**src/rtl/inst_sram_axi_rd.sv**
```systemverilog
// Instruction-side sram-like to AXI read bridge: single-beat reads, returned in request
// order, with up to MAX_OUTSTANDING requests in flight.
module inst_sram_axi_rd #(
   parameter int unsigned MAX_OUTSTANDING = 2,
   parameter logic [3:0]  AXI_ID          = 4'd0
) (
   input  logic        clk,
   input  logic        reset,
   input  logic        inst_sram_req,
   input  logic        inst_sram_wr,
   input  logic [1:0]  inst_sram_size,
   input  logic        inst_sram_cached,
   input  logic [31:0] inst_sram_addr,
   input  logic [3:0]  inst_sram_wstrb,
   input  logic [31:0] inst_sram_wdata,
   output logic        inst_sram_addr_ok,
   output logic        inst_sram_data_ok,
   output logic [31:0] inst_sram_rdata,
   output logic        bus_error,
   output logic [3:0]  arid,
   output logic [31:0] araddr,
   output logic [7:0]  arlen,
   output logic [2:0]  arsize,
   output logic [3:0]  arcache,
   output logic        arvalid,
   input  logic        arready,
   input  logic [31:0] rdata,
   input  logic [1:0]  rresp,
   input  logic        rlast,
   input  logic        rvalid,
   output logic        rready
);

   localparam int unsigned     CntW   = $clog2(MAX_OUTSTANDING + 1);
   localparam logic [CntW-1:0] MaxCnt = CntW'(MAX_OUTSTANDING);

   logic [CntW-1:0] count_q, count_d;
   logic            arvalid_q, arvalid_d;
   logic [31:0]     araddr_q, araddr_d;
   logic [2:0]      arsize_q, arsize_d;
   logic [3:0]      arcache_q, arcache_d;
   logic            data_ok_q;
   logic            bus_error_q;
   logic [31:0]     rdata_q;
   logic            accept;
   logic            r_hs;
   logic            unused_inputs;

   assign unused_inputs = ^{inst_sram_wstrb, inst_sram_wdata, rlast};

   assign rready = ~reset;
   assign r_hs   = rvalid & rready;
   assign accept = inst_sram_req & ~inst_sram_wr & ~reset & (~arvalid_q | arready) &
                   (count_q < MaxCnt);

   // A slot is released at the R handshake, so a request can be accepted in the
   // same cycle as the data_ok that frees it.
   always_comb begin
      arvalid_d = arvalid_q;
      araddr_d  = araddr_q;
      arsize_d  = arsize_q;
      arcache_d = arcache_q;
      count_d   = count_q;

      if (accept) begin
         arvalid_d = 1'b1;
         araddr_d  = inst_sram_addr;
         arsize_d  = {1'b0, inst_sram_size};
         arcache_d = inst_sram_cached ? 4'b1111 : 4'b0000;
      end else if (arvalid_q && arready) begin
         arvalid_d = 1'b0;
      end

      unique case ({accept, r_hs})
         2'b10:   count_d = count_q + 1'b1;
         2'b01:   count_d = count_q - 1'b1;
         default: count_d = count_q;
      endcase
   end

   always_ff @(posedge clk) begin
      if (reset) begin
         count_q     <= '0;
         arvalid_q   <= 1'b0;
         araddr_q    <= '0;
         arsize_q    <= '0;
         arcache_q   <= '0;
         data_ok_q   <= 1'b0;
         bus_error_q <= 1'b0;
         rdata_q     <= '0;
      end else begin
         count_q     <= count_d;
         arvalid_q   <= arvalid_d;
         araddr_q    <= araddr_d;
         arsize_q    <= arsize_d;
         arcache_q   <= arcache_d;
         data_ok_q   <= r_hs;
         bus_error_q <= r_hs & (rresp != 2'b00);
         if (r_hs) begin
            rdata_q <= rdata;
         end
      end
   end

   assign inst_sram_addr_ok = accept;
   assign inst_sram_data_ok = data_ok_q;
   assign inst_sram_rdata   = rdata_q;
   assign bus_error         = bus_error_q;
   assign arid              = AXI_ID;
   assign araddr            = araddr_q;
   assign arlen             = 8'd0;
   assign arsize            = arsize_q;
   assign arcache           = arcache_q;
   assign arvalid           = arvalid_q;

endmodule

```
**config.mk**
```make
export PLATFORM = sky130hd
export DESIGN_NAME = inst_sram_axi_rd
export DESIGN_NICKNAME = d
export VERILOG_FILES = /design/src/rtl/inst_sram_axi_rd.sv
export SDC_FILE = /design/constraint.sdc
export NUM_CORES = 1
export LEC_CHECK = 0
export BUFFER_PORTS_ARGS = -buffer_cell sky130_fd_sc_hd__buf_2
export CAP_MARGIN = 40
export CORE_MARGIN = 5
export CORE_UTILIZATION = 37
export DETAILED_ROUTE_END_ITERATION = 10
export MAX_ROUTING_LAYER = met4
export PLACE_DENSITY = 0.77
export SLEW_MARGIN = 20
export SYNTH_ARGS = -nofsm -noshare
export SYNTH_HDL_FRONTEND = slang
export SYNTH_SLANG_ARGS = --single-unit
```
**constraint.sdc**
```tcl
create_clock -name clk -period 2.45 [get_ports clk]
set_clock_uncertainty 0.2 [all_clocks]
set_input_delay 0.6125 -clock clk [delete_from_list [all_inputs] [get_ports clk]]
set_output_delay 0.6125 -clock clk [all_outputs]
set_load 0.03 [all_outputs]
```
==> flow_summary.json <==
{
  "swShare": 0.2547,
  "hold_viol": 0,
  "final_common_cell": "buf_2",
  "vias": 2613,
  "crit_fanout": 5,
  "ys_seq_elements": 72,
  "drive_above_1_share": 0.3955,
  "crit_arrival_ns": 1.40,
  "antenna_found_initial": 0,
  "post_cts_buffers": 0,
  "finalNonFillerCells": 544,
  "path_clk_slew_ns": 0.08,
  "dp_cells": 528,
  "maxSlewHeadroom": 0.6515,
  "insertion_delay_ns": 0.34,
  "dpl_cell_area_sq_um": 3528,
  "seqPwrFrac": 0.429,
  "die_area_sq_um": 9430,
  "start_util": 0.3830,
  "ctsResizeCount": 0,
  "dp_slack_ns": 0.2038,
  "grtUsageTotal": 0.1616,
  "period_minus_slack_ns": 2.212,
  "drtAntennaViolNets": 0,
  "ctsHtreeMaxLevel": 3,
  "peakVddDrop_v": 0.0003084,
  "cts_buffers": 9,
  "combPwrFrac": 0.144,
  "synth_cells": 302,
  "via_per_inst": 4.803,
  "syn-cell-area_sq_um": 2808,
  "max_freq_mhz": 452.0,
  "cts-root-buf": "clkbuf_8",
  "finalCritPeriodShare": 0.9030,
  "io_buffers": 149,
  "die_x_microns": 97.11,
  "hold_ws_ns": 0.2614,
  "first_pass_iters": 4,
  "holdBufCountCts": 0,
  "grt_pass1_vias": 2510,
  "grt_pass1_wl_mm": 12.11,
  "power_density_nw_per_um2": 770.3,
  "fin_ws_ns": 0.2375,
  "final_util": 0.5180,
  "hp-class": "in2reg",
  "crit_required_ns": 1.64,
  "yosys_warnings": 0,
  "synth_cell_types": 25,
  "wire_per_inst_microns": 14.11,
  "nets": 553,
  "drt_iter0_drc": 86,
  "setup_viol": 0,
  "worstSetupEndpointType": "primary output",
  "io_pins": 200,
  "yosysSeqAreaShare": 0.5134,
  "clock_sinks": 72,
  "tritoncts": "done",
  "leakage_nw": 1.873,
  "clockPowerShare": 0.427,
  "rsz0062_at_grt": "no",
  "postLayoutCellArea_sq_um": 3797,
  "power_mw": 2.925,
  "num_rows": 31,
  "status": "complete, no violations",
  "grt_remaining_overflow": 0,
  "drt-total-wl_mm": 7.674,
  "antenna_cells": 0,
  "final_cell_mix": "buf_2, dfxtp_1, a21oi_1",
  "dp_hpwl_mm": 5.542,
  "grt_max_degree": 39,
  "place.gp.congestion": 0.7094,
  "drt_drc_violations_left": 0,
  "clk_path_buf_depth": 2,
  "final_max_slew_viol_count": 0,
  "areaGrowthSynthToFinish_pct": 35.25,
  "max_cap_viol_count": 0,
  "die_y_microns": 97.11,
  "avgSynthCellArea_sq_um": 9.297,
  "fillers": 700,
  "fin_setup_tns_ns": 0,
  "worstSetupPathType": "in2out",
  "power_switching_mw": 0.7452,
  "worstMarginPinSlew_ns": 0.5227,
  "cp-start-kind": "primary input",
  "core-area_sq_um": 7331,
  "p_int_mw": 2.180
}
==> registers in the layout, summed over array words and instances, names as in the netlist <==
signal             count
inst_sram_data_ok      1
bus_error              1
inst_sram_rdata       32
arsize                 2
arcache                1
arvalid                1
araddr                32
count_q                2
==> worst paths after layout <==
path / start / end / slack (ns) / depth (start not counted)
max: reset / inst_sram_addr_ok / 0.24 / 5
min: rresp[0] / bus_error / 0.26 / 2
max reg2reg: count_q[1] / count_q[1] / 0.60 / 5
min reg2reg: araddr[5] / araddr[5] / 0.27 / 2
==> area by class of cell <==
cell class | instances | area (sq um) | share of cell area
Sequential cell | 72 | 1441 | 0.3796
Inverter | 2 | 7.507 | 0.001977
Multi-Input combinational cell | 198 | 1150 | 0.3028
Clock inverter | 5 | 127.6 | 0.03361
Clock buffer | 11 | 141.4 | 0.03723
Timing Repair Buffer | 157 | 805.8 | 0.2122
Tap cell | 99 | 123.9 | 0.03262
==> critical path, stage by stage <==
cell and delay [ns]:
buf_2 0.13, nor4b_4 0.28, nand2_1 0.11, inv_1 0.06
buf_2 0.20
==> Yosys cell counts <==
library cell	count	area, sq um
buf_6	4	45.04
nor4b_4	1	23.77
nand3_1	35	175.2
a21oi_1	37	185.2
or3_1	1	6.260
o21ai_0	6	30.03
conb_1	1	3.750
buf_4	16	120.1
clkbuf_1	11	41.29
o21a_1	1	7.510
xor2_1	1	8.760
buf_1	4	15.01
buf_2	7	35.03
o21ai_2	2	17.52
nor2_1	33	123.9
o21ai_1	28	140.1
dfxtp_1	72	1441
xnor2_1	1	8.760
nand2_1	1	3.750
ha_1	1	12.51
mux2i_1	32	320.3
inv_1	2	7.510
nor2b_1	3	18.77
nand2b_1	1	6.260
or4b_1	1	10.01
==> kinds of logic (layout without fill, tap and decap cells) <==
family                     Yosys count  count (layout)  share of synthesized area
adders and majority gates            1               1                   0.004456
and+or+nand+nor                     76              76                     0.1310
xor gates and xnor gates             2               2                   0.006240
buffers and inverters               44             175                    0.09403
muxes                               32              32                     0.1141
AOI/OAI and AO/OA                   74              74                     0.1355
DFF                                 72              72                     0.5134
other                                1              13                   0.001336
==> routing by layer <==
metal,vias up,GRT usage,wire length [microns]
li1,1286,-,-
met1,1209,0.1710,3070
met2,95,0.2818,3977
met3,23,0.02943,350
met4,0,0.09287,276
met5,-,-,0
==> power groups by stage <==
| stage | clock, mW | combinational, mW | sequential [mW] |
|---|---|---|---|
| after global routing | 1.33 | 0.455 | 1.26 |
| after detailed placement | 0 | 0.425 | 1.28 |
| after CTS | 1.28 | 0.425 | 1.26 |
| after global placement | 0 | 0.416 | 1.28 |
| final | 1.25 | 0.422 | 1.26 |
| after floorplan | 0 | 0.192 | 1.39 |
(Power assumes the default switching activity.)
